==> src/rtl/program_sequencer.sv <==
// Program sequencer: fetches instructions from a program BRAM, decodes END and
// LOOP control opcodes locally, and hands all other instructions to a datapath.
//
// Handshakes:
//   BRAM     - prog_re is a one-cycle request for prog_raddr. The response is
//              accepted on the first cycle in INSTRUCTION_RECEIVE that has
//              prog_rvalid=1. Any latency is allowed; there is no backpressure.
//   datapath - exec_start is a one-cycle issue pulse, and exec_instr holds
//              steady until completion. exec_done acts as a valid and is
//              accepted on any EXECUTE cycle after the exec_start cycle.
module program_sequencer #(
  parameter int LOG2_PROGRAM_SIZE = 5,
  parameter int INSTR_WIDTH       = 128
) (
  input  logic                         clk,
  input  logic                         reset_n,
  input  logic                         start,
  input  logic [LOG2_PROGRAM_SIZE:0]   program_length,
  input  logic                         abort,
  output logic                         prog_re,
  output logic [LOG2_PROGRAM_SIZE-1:0] prog_raddr,
  input  logic [INSTR_WIDTH-1:0]       prog_rdata,
  input  logic                         prog_rvalid,
  output logic                         exec_start,
  output logic [INSTR_WIDTH-1:0]       exec_instr,
  input  logic                         exec_done,
  output logic [LOG2_PROGRAM_SIZE-1:0] pc,
  output logic [2:0]                   state,
  output logic                         done
);

  localparam int AW = LOG2_PROGRAM_SIZE;
  localparam int LW = LOG2_PROGRAM_SIZE + 1;

  typedef enum logic [2:0] {
    IDLE                = 3'd0,
    INSTRUCTION_FETCH   = 3'd1,
    INSTRUCTION_RECEIVE = 3'd2,
    INSTRUCTION_DECODE  = 3'd3,
    EXECUTE             = 3'd4,
    DONE                = 3'd5
  } t_machinestate;

  t_machinestate state_q, next_state;
  logic [LW-1:0] length_q;
  logic          loop_active, next_loop_active;
  logic [15:0]   loop_remaining, next_loop_remaining;
  logic [AW-1:0] next_pc;
  logic          do_advance;

  logic [3:0]    opcode;
  logic [AW-1:0] loop_target;
  logic [15:0]   loop_count;
  logic [LW-1:0] pc_inc;

  assign opcode      = exec_instr[3:0];
  assign loop_target = exec_instr[4 +: AW];
  assign loop_count  = exec_instr[16 +: 16];
  assign pc_inc      = {1'b0, pc} + LW'(1);
  assign state       = state_q;

  // Next-state, program counter and loop bookkeeping.
  always_comb begin
    next_state          = state_q;
    next_pc             = pc;
    next_loop_active    = loop_active;
    next_loop_remaining = loop_remaining;
    do_advance          = 1'b0;

    case (state_q)
      IDLE: begin
        if (start) begin
          if (program_length != '0) begin
            next_state          = INSTRUCTION_FETCH;
            next_pc             = '0;
            next_loop_active    = 1'b0;
            next_loop_remaining = '0;
          end else begin
            next_state = DONE;
          end
        end
      end
      INSTRUCTION_FETCH:   next_state = INSTRUCTION_RECEIVE;
      INSTRUCTION_RECEIVE: if (prog_rvalid) next_state = INSTRUCTION_DECODE;
      INSTRUCTION_DECODE: begin
        if (opcode == 4'h0) begin
          next_state = DONE;
        end else if (opcode == 4'h1) begin
          // A LOOP pointing outside the program is treated as termination.
          if ({1'b0, loop_target} >= length_q) begin
            next_state = DONE;
          end else if (!loop_active && loop_count != '0) begin
            next_loop_active    = 1'b1;
            next_loop_remaining = loop_count - 16'd1;
            next_pc             = loop_target;
            next_state          = INSTRUCTION_FETCH;
          end else if (loop_active && loop_remaining != '0) begin
            next_loop_remaining = loop_remaining - 16'd1;
            next_pc             = loop_target;
            next_state          = INSTRUCTION_FETCH;
          end else begin
            next_loop_active = 1'b0;
            do_advance       = 1'b1;
          end
        end else begin
          next_state = EXECUTE;
        end
      end
      // exec_done is ignored in the issue cycle (exec_start high).
      EXECUTE: if (exec_done && !exec_start) do_advance = 1'b1;
      DONE:    next_state = IDLE;
      default: next_state = IDLE;
    endcase

    // Sequential advance: stop at the last instruction, never wrap.
    if (do_advance) begin
      if (pc_inc == length_q) begin
        next_state = DONE;
      end else begin
        next_pc    = pc_inc[AW-1:0];
        next_state = INSTRUCTION_FETCH;
      end
    end

    // Abort wins over everything while a program is running.
    if (abort && state_q inside {INSTRUCTION_FETCH, INSTRUCTION_RECEIVE,
                                 INSTRUCTION_DECODE, EXECUTE}) begin
      next_state          = DONE;
      next_pc             = pc;
      next_loop_active    = loop_active;
      next_loop_remaining = loop_remaining;
    end
  end

  // State, program counter, loop state and latched length.
  always_ff @(posedge clk or negedge reset_n) begin
    if (!reset_n) begin
      state_q        <= IDLE;
      pc             <= '0;
      loop_active    <= 1'b0;
      loop_remaining <= '0;
      length_q       <= '0;
    end else begin
      state_q        <= next_state;
      pc             <= next_pc;
      loop_active    <= next_loop_active;
      loop_remaining <= next_loop_remaining;
      if (state_q == IDLE && start) length_q <= program_length;
    end
  end

  // Registered outputs, decoded from the upcoming state.
  always_ff @(posedge clk or negedge reset_n) begin
    if (!reset_n) begin
      prog_re    <= 1'b0;
      prog_raddr <= '0;
      exec_start <= 1'b0;
      exec_instr <= '0;
      done       <= 1'b0;
    end else begin
      prog_re    <= (next_state == INSTRUCTION_FETCH);
      if (next_state == INSTRUCTION_FETCH) prog_raddr <= next_pc;
      exec_start <= (next_state == EXECUTE) && (state_q != EXECUTE);
      done       <= (next_state == DONE);
      if (state_q == INSTRUCTION_RECEIVE && next_state == INSTRUCTION_DECODE)
        exec_instr <= prog_rdata;
    end
  end

endmodule
==> config.mk <==
export PLATFORM = sky130hd
export DESIGN_NAME = program_sequencer
export DESIGN_NICKNAME = d
export VERILOG_FILES = /design/src/rtl/program_sequencer.sv
export SDC_FILE = /design/constraint.sdc
export NUM_CORES = 1
export LEC_CHECK = 0
export ABC_CLOCK_PERIOD_IN_PS = 3800
export BUFFER_PORTS_ARGS = -buffer_cell sky130_fd_sc_hd__buf_2
export CAP_MARGIN = 40
export CORE_MARGIN = 3
export CORE_UTILIZATION = 45
export CTS_CLUSTER_DIAMETER = 80
export DETAILED_ROUTE_END_ITERATION = 16
export PLACE_DENSITY = 0.77
export SLEW_MARGIN = 20
export SYNTH_ARGS = -nofsm -noshare
export SYNTH_HDL_FRONTEND = slang
export SYNTH_SLANG_ARGS = --single-unit
==> constraint.sdc <==
create_clock -name clk -period 3.8 [get_ports clk]
set_clock_uncertainty 0.1 [all_clocks]
set_input_delay 0.76 -clock clk [delete_from_list [all_inputs] [get_ports clk]]
set_output_delay 0.76 -clock clk [all_outputs]
set_load 0.01 [all_outputs]
### Word-level counts from Yosys, hierarchy flattened

Index checks and enable logic that the tools add are counted.

| word-level totals | value |
|---|---|
| register bits | 167 |
| bits of input ports | 140 |

| operators by class | value |
|---|---|
| $add $sub $neg | 3 |
| $lt $le $gt $ge | 1 |
| eq/ne operators | 18 |
| mux-type cells | 46 |
| bitwise operators | 1 |
| reductions and logical operators | 18 |

Operators with widths:

| operator | count |
|---|---|
| 2-to-1 mux 16 bit | 7 |
| 2-to-1 mux 5 bit | 10 |
| 2-to-1 mux 3 bit | 11 |
| case mux 16 bit (2 select lines) | 1 |
| nonzero test 16 bit | 2 |
| subtractor 16 x 1 -> 16 bit, second input constant | 2 |
| AND reduction 8 bit | 2 |
| case mux 3 bit (5 select lines) | 1 |
| 2-to-1 mux 1 bit | 13 |
| inequality test 2 bit, second input constant | 5 |
| case mux 5 bit (2 select lines) | 1 |
| equality test 3 x 2 -> 1 bit, second input constant | 3 |
| equality test 3 bit, second input constant | 3 |
| inequality test 3 bit, second input constant | 3 |
| logical AND 1 bit | 7 |
| adder 5 x 1 -> 6 bit, second input constant | 1 |
| equality test 3 x 1 -> 1 bit, second input constant | 2 |
| equality test 6 bit | 1 |
| greater-or-equal comparator 5 x 6 -> 1 bit | 1 |
| nonzero test 6 bit | 1 |
| equality test 4 x 1 -> 1 bit, second input constant | 1 |
| zero test 4 bit | 1 |
| case mux 1 bit (2 select lines) | 2 |
| nonzero test 4 bit | 1 |
| 4 further kinds | 5 |

### Logic depth before layout (Yosys ltp)

Gate-level depths: netlist of the first run.

| logic depth | value |
|---|---|
| depth in word-level cells | 12 |
| gate-level depth with buffers | 13 |

### Worst setup path before layout of the first run

Ideal clock, no wire load.

| timing | value |
|---|---|
| path kind | register -> register |
| start point | register exec_instr[27] |
| end point | register loop_remaining[14] |
| data arrival time | 3.524 ns |
| data required time | 3.574 ns |
| path slack | 0.050 ns |
| cell stages (with the launch flop) | 14 |
| clock period less this slack | 3.750 ns |
| path through | dfrtp_1 > nor4_2 > and2_1 > a21o_1 > buf_2 > clkbuf_1 > mux2i_1 > ha_1 > o21ai_0 > a211o_1 > a31o_2 > a21oi_2 > xor2_1 > a221o_1 |

| between the ends | value |
|---|---|
| longest elaborated chain between the ends | 7 |
| elaborated cells between the ends (all ways) | 10 |
| classes of those cells | add/sub: 1; eq/ne: 1; mux: 5; reduce/logical: 3 |

Ends and longest elaborated chain:

| what | line | text |
|---|---|---|
| start, declared | 25 | `output logic [INSTR_WIDTH-1:0] exec_instr,` |
| start signal, assigned | 166 | `exec_instr <= prog_rdata;` |
| parallel branches: the longest is 7 deep, another holds subtractor 16 x 1 -> 16 bit | - |  |
| end signal, assigned | 147 | `loop_remaining <= next_loop_remaining;` |
| end, declared | 47 | `logic [15:0] loop_remaining, next_loop_remaining;` |

Several ways; the timed one is not identified. The select of a mux whose other input is x is not followed.
A chain may end at the register's enable or synchronous reset.

### Worst setup path in the final report of the first run

| timing | value |
|---|---|
| start point | register exec_instr[28] |
| end point | register loop_remaining[14] |

The elaborated chain is that of the path after synthesis.

==> results.yml, run 1 <==
outcome:
  outcome: "complete, no violations"
yosys:
  synth_area_um2: 7662
  synthCells: 620
  synth_warnings: 0
  ys_types: 68
  syn_nets: 767
  ys_async_sr_fraction_pct: 100.0
  synth-seq-cells: 167
  avgSynthCellArea_um2: 12.36
  synthFlopType: "dfrtp_1"
  ys_seq_area_share_pct: 54.54
  synth.area.top_cells: "dfrtp_1 (55%), mux2_2 (18%), o21ai_0 (1.9%)"
  synth_top_area_share_pct: 54.54
  synth_top_area_cell: "dfrtp_1"
  synth-edff-count: 0
cts:
  cts-htree-levels: 4
  cts_buffer_depth: 2
  cts-resized-gates: 0
  clk_pin_slew_ps: 70
  holdBufCountCts: 0
  clock_latency_ps: 420
  cts_setup_buffers: 0
  clock-sinks: 167
  cts_tree: "yes"
  ctsRootBufferMaster: "clkbuf_16"
  cts-buffers-inserted: 17
sta:
  hold_viol_final: 0
  totalNegativeSetupSlack_ps: 0
  tightestPinTransition_ps: 650.5
  fin_crit_sh_pct: 92.14
  fin_crit_ps: 3501
  fmax_mhz: 285.6
  rsz0062_at_grt: "no"
  relSlewSlack_pct: 56.63
  setup_viol: 0
  finalMaxSlewViolations: 0
place:
  port-buffer-count: 283
  gp_congestion: 0.9465
  dp.final_hpwl_um: 16880
worst_setup_path:
  setup.worst_path.end_class: "flip-flop"
  critPathArrivalTime_ps: 3710
  reg2reg_depth: 11
  critical_path.max_stage_delay_ps: 450
  crit_path_top_delay_cell: "dfrtp_1"
  crit_type: "flip-flop to flip-flop"
  worst-path-buf-inv: 0
  cp-start-kind: "flip-flop"
  critPathRequiredTime_ps: 4000
  crit_chain: "nor3_1, and3_1, a21o_1, mux2i_1, ha_1, o21ai_0, a211o_1, a31o_2, a21oi_2, xor2_1, a221o_1"
  path_max_fanout: 6
  cp_top_family: "compound AO/OA/AOI/OAI gates"
  crit_cells: 11
global_routing:
  grt_overflow: 0
  antenna_found_initial: 9
  grt_pass1_vias: 6342
  grt_usage_pct: 23.63
  grt_max_degree: 71
  grt_pass1_wl_um: 34010
flow_run:
  drv_cap: 0
route:
  detail_route.vias_per_cell: 5.395
  drtIter0Drc: 467
  avgRoutedWirePerCell_um: 19.15
  ant_nets: 0
  vias: 6204
  drt_wl_total_um: 22020
  post-route-drc-count: 0
  firstDrtPassIters: 5
layout:
  layout_commonest_cell: "buf_2"
  drive_gt1_share_pct: 51.09
  fin_nets: 1054
  final_cell_mix: "buf_2 (282), dfrtp_1 (167), mux2_2 (123), nand2_1 (29), o21ai_0 (29)"
  syn2layout_area_growth_pct: 30.93
  fillers: 1389
power_and_ir_drop:
  finalPower_mw: 8.198
  p_leak_nw: 5.088
  peakVddDrop_uv: 424.2
  power_density_nw_per_um2: 817.2
floorplan:
  start_util_pct: 46.04
  die_y_um: 136.5
  ios: 284
  num_rows: 47
  die_area_um2: 18630
  core-area_um2: 16640
  die_x_um: 136.5
worst_hold_path:
  hp-class: "input port to async pin"
[worst paths after layout]
kind / end / slack [ps] / startpoint
min: pc[1] / 220 / reset_n
max reg2reg: loop_remaining[14] / 300 / exec_instr[28]
max: loop_remaining[14] / 300 / exec_instr[28]
min in group clk: prog_raddr[1] / 380 / prog_raddr[1]
min reg2reg: prog_raddr[1] / 380 / prog_raddr[1]
max in group asynchronous: exec_instr[37] / 2600 / reset_n
[sequential cells by signal, summed over array words and instances, names as in the netlist]
| register | cells |
|---|---|
| exec_start | 1 |
| exec_instr | 128 |
| state | 3 |
| pc | 5 |
| done | 1 |
| loop_remaining | 16 |
| length_q | 6 |
| prog_raddr | 5 |
| loop_active | 1 |
| prog_re | 1 |
[worst reg2reg max path: cells and delay by family, from the launching register on]
kind | cells | cell delay (ps)
xor+xnor | 1 | 90
flops | 1 | 450
mux | 1 | 280
simple gates | 2 | 720
fa+ha+maj | 1 | 250
compound gates | 6 | 1480
[cell type report]
class / count / area, um2 / area share (%)
antenna: 10 / 25.02 / 0.2494
clock buffer: 18 / 429.2 / 4.278
sequential: 167 / 4179 / 41.66
clock inverter: 14 / 158.9 / 1.584
timing repair buffer: 299 / 1593 / 15.88
multi-input combinational: 404 / 3304 / 32.94
inverter: 18 / 67.56 / 0.6735
tap: 220 / 275.3 / 2.744
[synth_stat cells, drive strengths merged (3+ instances only)]
master and count:
nand3 11, clkbuf 27, a211oi 6, nor2b 3, a22oi 6, mux2 123, o22ai 3, a2111oi 3
a21oi 15, nor4 12, o221ai 3, a22o 5, a211o 4, buf 4, xor2 11, inv 18
mux2i 6, ha 7, nand4 4, or3 6, o21ai 31, nor2 26, nand2 29, o31ai 3
a221o 3, nor3 19, o211ai 3, nor3b 3, xnor2 9, a21o 8, and3 4, o2bb2ai 7
and2 4, dfrtp 167
[report_power, final]
| part | switching (mW) | total, mW | internal, mW | leakage, nW |
|---|---|---|---|---|
| Combinational | 1.77 | 3.37 | 1.60 | 2.64 |
| Clock | 0.803 | 1.68 | 0.881 | 0.283 |
| Sequential | 0.621 | 3.15 | 2.53 | 2.17 |
[cell families after synthesis]
group | share of synthesized area, %
AO/OA/AOI/OAI | 10.73
XOR/XNOR | 2.286
adder cells (fa/ha/maj) | 1.143
buffers and inverters | 2.466
flip-flops | 54.54
multiplexers | 18.86
AND/OR/NAND/NOR | 9.977
[routing by layer]
metal	up-vias	track usage, %	part of all wire [%]
met1	3060	28.78	38
met4	2	9.966	2.4
li1	2867	-	-
met3	38	7.831	7.5
met5	-	0	0.041
met2	237	38.58	52
[metrics by stage]
| stage | utilization [%] | instance area [um2] | instances | setup slack [ps] | hold WS, ps |
|---|---|---|---|---|---|
| after CTS | 60.13 | 10010 | 1140 | 328.1 | 238.4 |
| after detailed placement | 56.60 | 9419 | 1108 | 369.2 | 366.8 |
| after floorplan | - | 7662 | 620 | 49.57 | 359.6 |
| final | 60.28 | 10030 | 1150 | 298.8 | 222.2 |
| after global placement | 56.46 | 9397 | 1105 | 486.7 | 364.3 |
| after global routing | 60.25 | 10030 | 1148 | 99.63 | 257.4 |
(Power assumes the default switching activity.)
==> inputs of run 2 (changes only) <==
ABC_CLOCK_PERIOD_IN_PS = 4000   (was 3800)
CORE_UTILIZATION = 50   (was 45)
PLACE_DENSITY = 0.81   (was 0.77)
clock period = 4 ns   (was 3.8 ns; I/O delays follow)
==> results.yml, run 2 (synthesis gave the netlist of run 1 again) <==
outcome:
  outcome: "complete, no violations"
layout:
  drive_gt1_share_pct: 50.88
  syn2layout_area_growth_pct: 28.97
  regArea_um2: 4179
  top_regs: "exec_instr (128), loop_remaining (16), length_q (6)"
  final_cells: 1099
  largest_reg_flops: 128
  final_cell_mix: "buf_2 (282), dfrtp_1 (167), mux2_2 (123), nand2_1 (29), o21ai_0 (29)"
  fillers: 1143
  multi_input_comb_area_um2: 3304
  regMostFlops: "exec_instr"
  layout_commonest_cell: "buf_2"
  fin_nets: 1049
global_routing:
  met3_usage_pct: 9.251
  grt_max_degree: 108
  grt_pass1_wl_um: 32760
  grt_usage_pct: 24.95
  use_met1_pct: 29.79
  use_met2_pct: 42.74
  grt_pass1_vias: 6279
  antenna_found_initial: 1
  grt_busiest_layer: "met2"
  grt_overflow: 0
route:
  drtIter0Drc: 412
  drt_wl_total_um: 20820
  ant_nets: 0
  vias: 6177
  post-route-drc-count: 0
  avgRoutedWirePerCell_um: 18.94
  detail_route.vias_per_cell: 5.621
  firstDrtPassIters: 7
floorplan:
  num_rows: 44
  die_area_um2: 16850
  die_y_um: 129.8
  die_x_um: 129.8
  ios: 284
  start_util_pct: 51.93
  core-area_um2: 14750
cts:
  cts_setup_buffers: 0
  clock_latency_ps: 420
  cts-htree-levels: 4
  cts-buffers-inserted: 17
  cts_buffer_depth: 2
  clock-sinks: 167
  ctsRootBufferMaster: "clkbuf_16"
  cts_tree: "yes"
  clk_pin_slew_ps: 60
  cts-resized-gates: 0
  holdBufCountCts: 0
power_and_ir_drop:
  power_density_nw_per_um2: 789.1
  peakVddDrop_uv: 511.9
  p_leak_nw: 5.049
sta:
  tightestPinTransition_ps: 703.4
  fin_crit_ps: 3673
  rsz0062_at_grt: "no"
  setup_viol: 0
  fmax_mhz: 272.2
  hold_viol_final: 0
  relSlewSlack_pct: 52.61
  fin_crit_sh_pct: 91.84
  totalNegativeSetupSlack_ps: 0
  finalMaxSlewViolations: 0
place:
  dp.final_hpwl_um: 15530
  gp_congestion: 0.9219
  port-buffer-count: 283
  placed_cells: 1067
worst_setup_path:
  setup.worst_path.end_class: "flip-flop"
  critPathRequiredTime_ps: 4200
  critical_path.max_stage_delay_ps: 450
  crit_type: "flip-flop to flip-flop"
  cp-start-kind: "flip-flop"
  path_max_fanout: 6
  crit_chain: "nor3_1, and3_1, a21o_1, mux2i_1, ha_1, o21ai_0, a211o_1, a31o_2, a21oi_2, xor2_1, a221o_1"
  critPathArrivalTime_ps: 3880
  crit_path_top_delay_cell: "dfrtp_1"
worst_hold_path:
  hp-class: "input port to async pin"
flow_run:
  drv_cap: 0
[run 2: worst paths after layout]
path / start / end / slack (ps) / cells after the start
setup / recovery: exec_instr[28] / loop_remaining[14] / 330 / 11
hold / removal: reset_n / prog_re / 280 / 1
setup reg to reg: exec_instr[28] / loop_remaining[14] / 330 / 11
hold reg to reg: prog_raddr[0] / prog_raddr[0] / 380 / 1
max in group asynchronous: reset_n / exec_instr[56] / 2720 / 2
min in group clk: prog_raddr[0] / prog_raddr[0] / 380 / 1
[run 2: final cells by class]
class                   count  area share, %
multi-input cells         404          33.44
diodes                      1        0.02532
inverters                  18         0.6837
well taps                 184          2.330
clock inverters            12          1.190
repair buffers            294          15.56
clock buffers              19          4.482
flip-flops and latches    167          42.29
[run 2: per-stage QoR]
step	instance area, um2	power, mW	worst slack [ps]	utilization (%)	hold WS (ps)
2_1_floorplan	7662	4.927	249.6	-	359.6
3_3_place_gp	9304	6.111	460.2	63.06	363.6
3_5_place_dp	9319	6.244	402.1	63.16	375.4
4_1_cts	9879	7.846	370.9	66.96	303.6
5_1_grt	9882	8.307	138.3	66.98	309.9
6_report	9882	7.797	326.5	66.98	279.6
[run 2: critical path, delay by kind of cell (launching register included)]
family | cells | cell delay, ps
adder cells (fa/ha/maj) | 1 | 220
AND/OR/NAND/NOR | 2 | 740
multiplexers | 1 | 240
XOR/XNOR | 1 | 90
AO/OA/AOI/OAI | 6 | 1710
flip-flops | 1 | 450
[run 2: report_power, final]
part | total [mW] | internal [mW] | switching [mW]
Combinational | 3.22 | 1.52 | 1.70
Clock | 1.57 | 0.880 | 0.688
Sequential | 3.00 | 2.40 | 0.601
[run 2: metal layers]
metal,part of all wire [%],vias up,wire (um)
met5,0,-,0
met1,38,3049,7975
met3,8.1,34,1686
met2,52,240,10750
li1,-,2854,-
met4,2.0,0,408
